### config.mk
export PLATFORM = sky130hd
export DESIGN_NAME = dfp_norm_round128
export DESIGN_NICKNAME = d
export VERILOG_FILES = /design/src/rtl/dfp_norm_round128.sv
export SDC_FILE = /design/constraint.sdc
export NUM_CORES = 1
export LEC_CHECK = 0
export ABC_AREA = 1
export BUFFER_PORTS_ARGS = -buffer_cell sky130_fd_sc_hd__buf_2
export CAP_MARGIN = 5
export CORE_MARGIN = 5
export CORE_UTILIZATION = 25
export DETAILED_ROUTE_END_ITERATION = 12
export PLACE_DENSITY = 0.39
export SLEW_MARGIN = 20
export SYNTH_ARGS = -nofsm -noshare
export SYNTH_HDL_FRONTEND = slang
export SYNTH_SLANG_ARGS = --single-unit
### constraint.sdc
create_clock -name clk -period 16.5 [get_ports clk]
set_clock_uncertainty 0.15 [all_clocks]
set_input_delay 0 -clock clk [delete_from_list [all_inputs] [get_ports clk]]
set_output_delay 0 -clock clk [all_outputs]
set_load 0.005 [all_outputs]
### src/rtl/dfp_norm_round128.sv
// Decimal floating-point normalise-and-round stage: left-justifies a 2*NDIG-digit BCD product
// one digit per cycle, then rounds it to NDIG digits with the selected rounding mode.
module dfp_norm_round128 #(
  parameter int NDIG  = 34,
  parameter int EMAXB = 12287
) (
  input  logic              clk,
  input  logic              rst,
  input  logic              ld,
  input  logic [2:0]        rm,
  input  logic              sign_i,
  input  logic [15:0]       exp_i,
  input  logic [8*NDIG-1:0] sig_i,
  output logic              busy,
  output logic              done,
  output logic              sign_o,
  output logic [15:0]       exp_o,
  output logic [4*NDIG-1:0] sig_o,
  output logic              inexact,
  output logic              overflow,
  output logic              underflow
);

  localparam int WW = 8 * NDIG;
  localparam int OW = 4 * NDIG;
  localparam int CW = $clog2(NDIG + 1);
  localparam logic signed [16:0] EMAX_S = 17'(EMAXB);

  typedef enum logic [1:0] {
    S_IDLE,
    S_SHIFT,
    S_ROUND,
    S_DONE
  } state_t;

  state_t                state_q, state_d;
  logic [2:0]            rm_q, rm_d;
  logic                  sign_q, sign_d;
  logic [15:0]           exp_q, exp_d;
  logic [WW-1:0]         work_q, work_d;
  logic [CW-1:0]         cnt_q, cnt_d;

  logic                  res_sign_q, res_sign_d;
  logic [15:0]           res_exp_q, res_exp_d;
  logic [OW-1:0]         res_sig_q, res_sig_d;
  logic                  ix_q, ix_d;
  logic                  ov_q, ov_d;
  logic                  uf_q, uf_d;

  logic [OW-1:0]         keep;
  logic [OW-1:0]         inc_sig;
  logic [3:0]            rdig;
  logic [3:0]            dig;
  logic                  sticky;
  logic                  rinexact;
  logic                  inc;
  logic                  carry;
  logic signed [16:0]    exp_base;
  logic signed [16:0]    exp_adj;
  logic signed [16:0]    exp_fin;

  // Rounding datapath, evaluated on the normalised working significand.
  always_comb begin
    // NOTE: every variable gets a default before any branch so no latch is inferred.
    keep     = work_q[WW-1 -: OW];
    rdig     = work_q[OW-1 -: 4];
    sticky   = |work_q[OW-5:0];
    rinexact = (rdig != 4'd0) | sticky;
    inc      = 1'b0;
    inc_sig  = '0;
    dig      = '0;

    case (rm_q)
      3'd1:    inc = 1'b0;
      3'd2:    inc = rinexact & ~sign_q;
      3'd3:    inc = rinexact & sign_q;
      3'd4:    inc = (rdig >= 4'd5);
      default: inc = (rdig > 4'd5) || ((rdig == 4'd5) && (sticky || keep[0]));
    endcase

    // Ripple decimal +1: nines roll to zero while the carry keeps propagating.
    carry = inc;
    for (int i = 0; i < NDIG; i++) begin
      dig = keep[4*i +: 4];
      if (carry && (dig == 4'd9)) begin
        inc_sig[4*i +: 4] = 4'd0;
      end else if (carry) begin
        inc_sig[4*i +: 4] = dig + 4'd1;
        carry             = 1'b0;
      end else begin
        inc_sig[4*i +: 4] = dig;
      end
    end
    if (carry) begin
      inc_sig = {4'h1, {(OW-4){1'b0}}};
    end

    exp_base = {exp_q[15], exp_q};
    exp_adj  = 17'(NDIG) - 17'(cnt_q);
    exp_fin  = exp_base + exp_adj + 17'(carry);
  end

  always_comb begin
    state_d    = state_q;
    rm_d       = rm_q;
    sign_d     = sign_q;
    exp_d      = exp_q;
    work_d     = work_q;
    cnt_d      = cnt_q;
    res_sign_d = res_sign_q;
    res_exp_d  = res_exp_q;
    res_sig_d  = res_sig_q;
    ix_d       = ix_q;
    ov_d       = ov_q;
    uf_d       = uf_q;

    case (state_q)
      S_IDLE, S_DONE: begin
        if (ld) begin
          rm_d    = rm;
          sign_d  = sign_i;
          exp_d   = exp_i;
          work_d  = sig_i;
          cnt_d   = '0;
          state_d = S_SHIFT;
        end else begin
          state_d = S_IDLE;
        end
      end
      S_SHIFT: begin
        if ((work_q[WW-1 -: 4] == 4'd0) && (cnt_q < CW'(NDIG))) begin
          work_d = {work_q[WW-5:0], 4'h0};
          cnt_d  = cnt_q + CW'(1);
        end else begin
          state_d = S_ROUND;
        end
      end
      S_ROUND: begin
        res_sign_d = sign_q;
        res_exp_d  = exp_fin[15:0];
        res_sig_d  = inc_sig;
        ix_d       = rinexact;
        ov_d       = (exp_fin > EMAX_S);
        uf_d       = exp_fin[16];
        state_d    = S_DONE;
      end
      default: state_d = S_IDLE;
    endcase
  end

  always_ff @(posedge clk) begin
    if (rst) begin
      state_q    <= S_IDLE;
      rm_q       <= '0;
      sign_q     <= 1'b0;
      exp_q      <= '0;
      work_q     <= '0;
      cnt_q      <= '0;
      res_sign_q <= 1'b0;
      res_exp_q  <= '0;
      res_sig_q  <= '0;
      ix_q       <= 1'b0;
      ov_q       <= 1'b0;
      uf_q       <= 1'b0;
    end else begin
      // NOTE: non-blocking assignments keep every register sampling pre-edge values.
      state_q    <= state_d;
      rm_q       <= rm_d;
      sign_q     <= sign_d;
      exp_q      <= exp_d;
      work_q     <= work_d;
      cnt_q      <= cnt_d;
      res_sign_q <= res_sign_d;
      res_exp_q  <= res_exp_d;
      res_sig_q  <= res_sig_d;
      ix_q       <= ix_d;
      ov_q       <= ov_d;
      uf_q       <= uf_d;
    end
  end

  assign busy      = (state_q == S_SHIFT) || (state_q == S_ROUND);
  assign done      = (state_q == S_DONE);
  assign sign_o    = res_sign_q;
  assign exp_o     = res_exp_q;
  assign sig_o     = res_sig_q;
  assign inexact   = ix_q;
  assign overflow  = ov_q;
  assign underflow = uf_q;

endmodule

==> results of run 1 <==
## worst max-delay path by stage
stage / depth (start not counted) / to / slack (ns) / start
floorplan: 49 / overflow / 10.28 / work_q[78]
global placement: 49 / overflow / 9.05 / work_q[38]
detailed placement: 51 / overflow / 8.84 / work_q[38]
CTS: 51 / overflow / 8.81 / work_q[38]
global route: 49 / overflow / 7.97 / work_q[47]
finish: 51 / overflow / 8.98 / work_q[79]
## synth_stat cells, drive strengths merged (3+ instances only)
master	count	area, µm²
clkbuf	194	728
nor3b	5	37.5
inv	188	706
xnor2	9	78.8
ha	89	1110
a21oi	253	1280
nand3	64	333
nand4	29	413
nor3	25	125
nor4b	3	26.3
nand2	841	3180
a22oi	3	22.5
nor2	230	1060
o21bai	8	60.1
clkinv	3	11.3
dfxtp	456	9130
xor2	68	596
o21ai	443	2220
a32oi	18	158
and3	5	31.3
o211ai	4	30.0
a31oi	184	1150
nor4	6	37.5
## per-layer routing
layer  vias up  GRT usage  share of wire
met5         -          0        0.00055
met4         8     0.0365          0.019
met3       103     0.0302          0.041
met2       430      0.299           0.47
met1     10910      0.236           0.47
li1      11951          -              -
## registers in the layout, indices dropped and copies added (netlist names)
register	cells
sign_o	1
inexact	1
cnt_q	6
exp_q	16
overflow	1
sign_q	1
sig_o	136
underflow	1
rm_q	3
state_q	2
exp_o	16
work_q	272
## layout make-up
class | instances | area [µm²]
antenna | 8 | 20.0
clock buffer | 96 | 1800
clock inverter | 13 | 125
fill | 9808 | 58800
inverter | 191 | 744
multi-input combinational | 2299 | 12100
sequential | 456 | 9130
tap | 1176 | 1470
timing repair buffer | 812 | 5840
## logic make-up after synthesis
kind of cell	Yosys count	synth area share
adders and majority gates	91	0.0509
AOI/OAI and AO/OA	919	0.219
and+or+nand+nor	1211	0.232
buffers and inverters	387	0.0645
DFF	456	0.403
muxes	1	0.000442
xor gates and xnor gates	77	0.0298
## metrics by stage
stage / utilization / hold WS, ns / total power [mW]
after floorplan: - / -0.00705 / 3.40
after global placement: 0.287 / 0.115 / 4.16
after detailed placement: 0.287 / 0.112 / 4.13
after CTS: 0.347 / 0.000142 / 5.57
after global routing: 0.347 / 0.0381 / 5.98
final: 0.347 / 0.0563 / 5.47
## critical path: cells and delay by family (launching register included)
kind	cells	cell delay, ns
AND/OR/NAND/NOR	34	4.47
AO/OA/AOI/OAI	10	1.38
adder cells (fa/ha/maj)	2	0.59
buffers and inverters	4	0.36
flip-flops	1	0.35
XOR/XNOR	1	0.06
## where the power goes
part           internal [mW]  switching, mW  total [mW]
registers               1.54          0.359        1.90
logic                  0.758           1.52        2.28
clock network          0.769          0.516        1.28
==> flow_metrics.env, run 1 <==
export IMPL_crit_top_cell="nand2_1"
export IMPL_gp_congestion=0.755
export IMPL_holdPathEnd="work_q[75]"
export IMPL_dp_cells=4589
export IMPL_antenna_found_initial=10
export IMPL_io_pins=453
export IMPL_path_max_fanout=7
export IMPL_min_path_type="in -> reg"
export IMPL_worstSetupStartpointType="flop"
export IMPL_period_needed_ns=7.52
export IMPL_r2r_start="work_q[79]"
export IMPL_core_area_mm2=0.0900
export IMPL_synth_main_ff_cell="dfxtp_1"
export IMPL_final_common_cell="nand2_1"
export IMPL_yosysWarnings=0
export IMPL_grt_overflow=0
export IMPL_viasPerCell=4.63
export IMPL_grt_pass1_vias=23564
export IMPL_cp_arrival_ns=7.83
export IMPL_finalCritPeriodShare=0.456
export IMPL_clk_pin_slew_ns=0.06
export IMPL_max_freq_mhz=133
export IMPL_synth_edff_count=0
export IMPL_async_flop_share=0
export IMPL_regToRegEndpoint="overflow"
export IMPL_p_per_area_mw_per_mm2=175
export IMPL_cts_buffer_depth=3
export IMPL_reg2reg_slack_ns=8.98
export IMPL_required_ns=16.80
export IMPL_place_area_mm2=0.0258
export IMPL_setup_viol=0
export IMPL_grt_setup_unrepaired="false"
export IMPL_slowest_delay_ns=0.37
export IMPL_synthesis_area_mm2=0.0227
export IMPL_seq_area_frac_synth=0.403
export IMPL_routed_wl_um=88700
export IMPL_tightest_slew_ns=1.00
export IMPL_post_cts_buffers=0
export IMPL_grt_pass1_wl_um=138000
export IMPL_portBuffers=452
export IMPL_core_rowCount=110
export IMPL_vias=23402
export IMPL_netlist_instances=3142
export IMPL_drc=0
export IMPL_slew_viol_final=0
export IMPL_vdd_ir_drop_max_v=0.000118
export IMPL_numCtsBuffers=59
export IMPL_die_h_um=311
export IMPL_post_drt_wl_per_cell_um=17.6
export IMPL_cp_slowest_cell="fa_1"
export IMPL_post_cts_resized=0
export IMPL_worstSetupPathType="reg -> reg"
export IMPL_layout_common_cells="835 x nand2_1, 456 x dfxtp_1, 451 x buf_2"
export IMPL_cts_sinks=456
export IMPL_final_cells=5051
export IMPL_synth_area_per_cell_um2=7.21
export IMPL_final_hold_viol_count=0
export IMPL_cts_root_buf="clkbuf_16"
export IMPL_r2r_worst_path_cells=51
export IMPL_maxSlewHeadroom=0.330
export IMPL_grt_max_degree=171
export IMPL_min_path_cells=4
export IMPL_design_area_mm2=0.0312
export IMPL_grt_usage=0.176
export IMPL_leakage_nw=13.9
export IMPL_setup_ws_ns=8.98
export IMPL_ys_types=44
export IMPL_hpwlAfterDp_um=61100
export IMPL_dpl_worst_slack_ns=8.84
export IMPL_outcome="complete, no violations"
export IMPL_drtAntennaViolNets=0
export IMPL_drive_gt1_frac=0.159
export IMPL_drt_iter0_drc=1233
export IMPL_area_growth_synth_to_final_pct=37.8
export IMPL_cts_tree="built"
export IMPL_die_area_mm2=0.0967
export IMPL_setup_tns_ns=0
export IMPL_cts_max_level=2
export IMPL_syn_nets=3528
export IMPL_drv_cap=0
export IMPL_clkLatencyLatePin_ns=0.61
export IMPL_first_pass_iters=5
export IMPL_floorplan_initialDensity=0.252
export IMPL_crit_path_end_kind="flop"
export IMPL_holdBufCountCts=345
export IMPL_ys_seq_elements=456
export IMPL_nets=4205
export IMPL_hold_start="sig_i[75]"
export IMPL_die_x_um=311
Note: power is estimated with default switching activity, not from simulation.
==> run 2, diff against run 1 <==
==> constraint.sdc (replaced) <==
create_clock -name clk -period 7.4 [get_ports clk]
set_clock_uncertainty 0.15 [all_clocks]
set_input_delay 0 -clock clk [delete_from_list [all_inputs] [get_ports clk]]
set_output_delay 0 -clock clk [all_outputs]
set_load 0.005 [all_outputs]
==> flow_metrics.env, run 2 (synthesis gave the netlist of run 1 again) <==
export IMPL_outcome="complete, no violations"
export IMPL_cts_max_level=2
export IMPL_grt_overflow=0
export IMPL_dpl_worst_slack_ns=0.0362
export IMPL_final_hold_viol_count=0
export IMPL_clkLatencyLatePin_ns=0.62
export IMPL_largest_register="work_q"
export IMPL_layout_common_cells="830 x nand2_1, 451 x buf_2, 433 x o21ai_0"
export IMPL_p_per_area_mw_per_mm2=391
export IMPL_min_path_type="in -> reg"
export IMPL_slowest_delay_ns=0.38
export IMPL_tightest_slew_ns=1.05
export IMPL_clk_pin_slew_ns=0.06
export IMPL_viasPerCell=4.62
export IMPL_core_rowCount=110
export IMPL_nets=4221
export IMPL_grt_setup_unrepaired="true"
export IMPL_grt_usage=0.176
export IMPL_worstSetupPathType="reg -> reg"
export IMPL_cp_slowest_cell="fa_2"
export IMPL_io_pins=453
export IMPL_final_common_cell="nand2_1"
export IMPL_drc=0
export IMPL_area_growth_synth_to_final_pct=39.1
export IMPL_crit_path_end_kind="flop"
export IMPL_place_area_mm2=0.0259
export IMPL_vias=23388
export IMPL_crit_top_cell="nor2_4"
export IMPL_first_pass_iters=5
export IMPL_leakage_nw=14.0
export IMPL_drt_iter0_drc=1275
export IMPL_pwr_share_comb=0.412
export IMPL_period_needed_ns=6.92
export IMPL_die_h_um=311
export IMPL_grt_max_degree=217
export IMPL_die_x_um=311
export IMPL_drtAntennaViolNets=0
export IMPL_worstSetupStartpointType="flop"
export IMPL_required_ns=7.78
export IMPL_design_area_mm2=0.0315
export IMPL_cp_arrival_ns=7.31
export IMPL_antenna_found_initial=10
export IMPL_hpwlAfterDp_um=61300
export IMPL_cts_tree="built"
export IMPL_swShare=0.435
export IMPL_worst_path_buf_inv=3
export IMPL_max_freq_mhz=144
export IMPL_final_cells=5062
export IMPL_slew_viol_final=0
export IMPL_power_frac_seq=0.347
export IMPL_cts_root_buf="clkbuf_16"
export IMPL_post_drt_wl_per_cell_um=17.6
export IMPL_vdd_ir_drop_max_v=0.000309
export IMPL_setup_viol=0
export IMPL_dp_cells=4595
export IMPL_grt_pass1_vias=23747
export IMPL_p_clk_frac=0.241
export IMPL_die_area_mm2=0.0967
export IMPL_largest_register_ffs=272
export IMPL_routed_wl_um=88900
export IMPL_cts_sinks=456
export IMPL_core_area_mm2=0.0900
export IMPL_path_delay_family="simple AND/OR/NAND/NOR gates"
export IMPL_drv_cap=0
export IMPL_floorplan_initialDensity=0.252
export IMPL_setup_ws_ns=0.477
export IMPL_p_sw_mw=5.37
export IMPL_drive_gt1_frac=0.189
export IMPL_finalCritPeriodShare=0.935
export IMPL_grt_pass1_wl_um=139000
export IMPL_maxSlewHeadroom=0.290
export IMPL_numCtsBuffers=59
export IMPL_cts_buffer_depth=3
export IMPL_internal_power_mw=6.97
export IMPL_gp_congestion=0.750
export IMPL_path_max_fanout=6
export IMPL_portBuffers=452
==> run 2: worst paths after layout <==
path	startpoint	to	slack [ns]	depth (start not counted)
setup / recovery	work_q[30]	overflow	0.48	49
hold reg to reg	sig_o[7]	sig_o[7]	0.31	2
hold / removal	sig_i[67]	work_q[67]	0.05	4
setup reg to reg	work_q[30]	overflow	0.48	49
==> run 2: per-stage QoR <==
step / setup TNS [ns] / utilization / hold slack [ns] / power [mW]
final: 0 / 0.350 / 0.0487 / 12.3
after global routing: -0.299 / 0.350 / 0.0314 / 13.5
after CTS: 0 / 0.346 / 0.00112 / 12.5
after detailed placement: 0 / 0.288 / 0.118 / 9.23
after global placement: 0 / 0.288 / 0.115 / 9.29
after floorplan: 0 / - / -0.00705 / 7.57
==> run 2: cell type report <==
cell class / instances / area [µm²]
sequential: 456 / 9200
fill: 9795 / 58500
multi-input combinational: 2299 / 12200
timing repair buffer: 828 / 5920
clock buffer: 95 / 1820
clock inverter: 12 / 166
tap: 1176 / 1470
inverter: 191 / 744
antenna: 5 / 12.5
==> run 2: power by group through the flow <==
stage	clock network [mW]	registers [mW]	logic [mW]
3_5_place_dp	0	4.29	4.94
6_report	2.97	4.28	5.08
4_1_cts	3.07	4.25	5.13
5_1_grt	3.17	4.43	5.86
3_3_place_gp	0	4.26	5.03
2_1_floorplan	0	4.06	3.51
==> run 2: routing by layer <==
layer	track usage	part of all wire	vias to the layer above
li1	-	-	11951
met1	0.234	0.47	10869
met2	0.299	0.47	454
met3	0.0322	0.044	104
met4	0.0421	0.022	10
met5	0	0.00072	-
==> run 2: worst reg2reg max path: cells and delay by family, from the launching register on <==
kind                     cells  cell delay [ns]
AO/OA/AOI/OAI               12             1.57
XOR/XNOR                     1             0.20
adder cells (fa/ha/maj)      1             0.39
buffers and inverters        3             0.19
flip-flops                   1             0.33
AND/OR/NAND/NOR             32             3.97
==> run 2: repair_timing <==
item	in CTS	in global routing
pin swaps	1	45
endpoints found under the setup margin	1	6
endpoints found under the hold margin	366	0
cloned	0	0
buffers inserted	1	31
resized for setup	0	84
hold buffers	323	0
==> run 3, diff against run 2 <==
--- a/config.mk
+++ b/config.mk
@@ -12,6 +12,7 @@
 export CORE_UTILIZATION = 25
 export DETAILED_ROUTE_END_ITERATION = 12
 export PLACE_DENSITY = 0.39
+export RECOVER_POWER = 100
 export SLEW_MARGIN = 20
 export SYNTH_ARGS = -nofsm -noshare
 export SYNTH_HDL_FRONTEND = slang
==> flow_metrics.env, run 3 (synthesis gave the netlist of run 1 again) <==
export IMPL_outcome="complete, but fails checks"
export IMPL_violations="capacitance limit, slew limit"
export IMPL_grt_setup_unrepaired="true"
export IMPL_cp_slowest_cell="fa_2"
export IMPL_final_common_cell="nand2_1"
export IMPL_drive_gt1_frac=0.154
export IMPL_crit_top_cell="nor2_4"
export IMPL_setup_ws_ns=0.485
export IMPL_pwr_share_comb=0.409
export IMPL_required_ns=7.78
export IMPL_finalCritPeriodShare=0.934
export IMPL_floorplan_initialDensity=0.252
export IMPL_drv_cap=4
export IMPL_cts_max_level=2
export IMPL_area_growth_synth_to_final_pct=37.9
export IMPL_crit_path_end_kind="flop"
export IMPL_core_area_mm2=0.0900
export IMPL_die_h_um=311
export IMPL_power_total_mw=12.3
export IMPL_core_rowCount=110
export IMPL_worstSetupPathType="reg -> reg"
export IMPL_maxSlewHeadroom=-0.817
export IMPL_cts_sinks=456
export IMPL_cts_tree="built"
export IMPL_r2r_start="work_q[30]"
export IMPL_slew_viol_final=385
export IMPL_cts_buffer_depth=3
export IMPL_viasPerCell=4.61
export IMPL_worst_path_buf_inv=3
export IMPL_die_x_um=311
export IMPL_hpwlAfterDp_um=61300
export IMPL_die_area_mm2=0.0967
export IMPL_grt_max_degree=217
export IMPL_layout_common_cells="830 x nand2_1, 434 x o21ai_0, 399 x dfxtp_1"
export IMPL_dpl_worst_slack_ns=0.0362
export IMPL_slowest_delay_ns=0.38
export IMPL_p_sw_mw=5.35
export IMPL_drt_iter0_drc=1298
export IMPL_vdd_ir_drop_max_v=0.000349
export IMPL_vias=23328
export IMPL_setup_viol=0
export IMPL_grt_overflow=0
export IMPL_startpoint="work_q[30]"
export IMPL_internal_power_mw=6.92
export IMPL_largest_register_ffs=272
export IMPL_hold_start="sig_i[67]"
export IMPL_largest_register="work_q"
export IMPL_grt_pass1_wl_um=139000
export IMPL_grt_pass1_vias=23747
export IMPL_first_pass_iters=5
export IMPL_final_hold_viol_count=0
export IMPL_multi_input_area_mm2=0.0121
export IMPL_tightest_slew_ns=2.71
export IMPL_p_clk_frac=0.242
export IMPL_p_per_area_mw_per_mm2=393
export IMPL_worstSetupStartpointType="flop"
export IMPL_num_fill_cells=9876
export IMPL_clkLatencyLatePin_ns=0.62
export IMPL_path_max_fanout=6
export IMPL_swShare=0.436
export IMPL_power_frac_seq=0.349
export IMPL_gp_congestion=0.750
export IMPL_regArea_mm2=0.00920
export IMPL_nets=4221
export IMPL_io_pins=453
export IMPL_cts_root_buf="clkbuf_16"
export IMPL_max_freq_mhz=145
export IMPL_post_drt_wl_per_cell_um=17.6
export IMPL_period_needed_ns=6.92
export IMPL_path_delay_family="simple AND/OR/NAND/NOR gates"
export IMPL_portBuffers=452
export IMPL_routed_wl_um=89000
export IMPL_antenna_found_initial=10
export IMPL_leakage_nw=13.4
export IMPL_clk_pin_slew_ns=0.06
export IMPL_numCtsBuffers=59
export IMPL_min_path_type="in -> reg"
export IMPL_drtAntennaViolNets=0
export IMPL_grt_usage=0.176
export IMPL_drc=0
export IMPL_cp_arrival_ns=7.30
## run 3: cell count changes in the layout (fill, tap and decap cells not counted), moves of 2 or more
| cell | before | now |
|---|---|---|
| buf_2 | 451 | 326 |
| buf_4 | 51 | 45 |
| clkbuf_1 | 17 | 143 |
| clkbuf_2 | 0 | 3 |
| clkbuf_4 | 0 | 2 |
| ha_1 | 87 | 89 |
| ha_4 | 2 | 0 |
| nor2_1 | 207 | 210 |
| nor2_8 | 8 | 5 |
## run 3: path summary, 6_finish.rpt
path / cells past startpoint / end / slack (ns)
setup / recovery: 49 / overflow / 0.48
hold / removal: 4 / work_q[67] / 0.05
setup reg to reg: 49 / overflow / 0.48
hold reg to reg: 2 / sig_o[7] / 0.31
## run 3: what timing repair did
item	4_1_cts	5_1_grt
hold buffers	323	0
setup endpoints to repair	1	6
pin swaps	1	45
setup buffers	1	31
endpoints found under the hold margin	366	0
gates resized for setup	0	84
## run 3: routing by layer
layer  up-vias  track usage  part of all wire
met5         -            0           0.00072
met4        10       0.0421             0.022
met3       102       0.0322             0.044
met2       454        0.299              0.47
met1     10810        0.234              0.47
li1      11952            -                 -
## run 3: layout make-up
type,instances,area share
diodes,5,0.000400
well taps,1176,0.0471
repair buffers,828,0.184
clock buffers,95,0.0584
flip-flops and latches,456,0.294
clock inverters,12,0.00533
multi-input cells,2299,0.387
inverters,191,0.0237
## run 3: stage by stage
stage	utilization	instances	cell area (µm²)	TNS (ns)	hold WS, ns
5_1_grt	0.347	5060	31200	-0.324	0.0314
2_1_floorplan	-	3142	22700	0	-0.00705
3_5_place_dp	0.288	4595	25900	0	0.118
4_1_cts	0.346	5026	31100	0	0.00112
6_report	0.347	5062	31200	0	0.0489
3_3_place_gp	0.288	4595	25900	0	0.115
## run 3: power groups by stage
stage | Sequential, mW | Clock (mW) | Combinational (mW)
2_1_floorplan | 4.06 | 0 | 3.51
3_3_place_gp | 4.26 | 0 | 5.03
3_5_place_dp | 4.29 | 0 | 4.94
4_1_cts | 4.25 | 3.07 | 5.13
5_1_grt | 4.44 | 3.17 | 5.80
6_report | 4.29 | 2.97 | 5.01
## run 3: worst register-to-register path, delay by kind of cell (launching register included)
family / cells / cell delay (ns)
fa+ha+maj: 1 / 0.39
simple gates: 32 / 3.99
buf+inv: 3 / 0.19
flops: 1 / 0.33
compound gates: 12 / 1.57
xor+xnor: 1 / 0.20
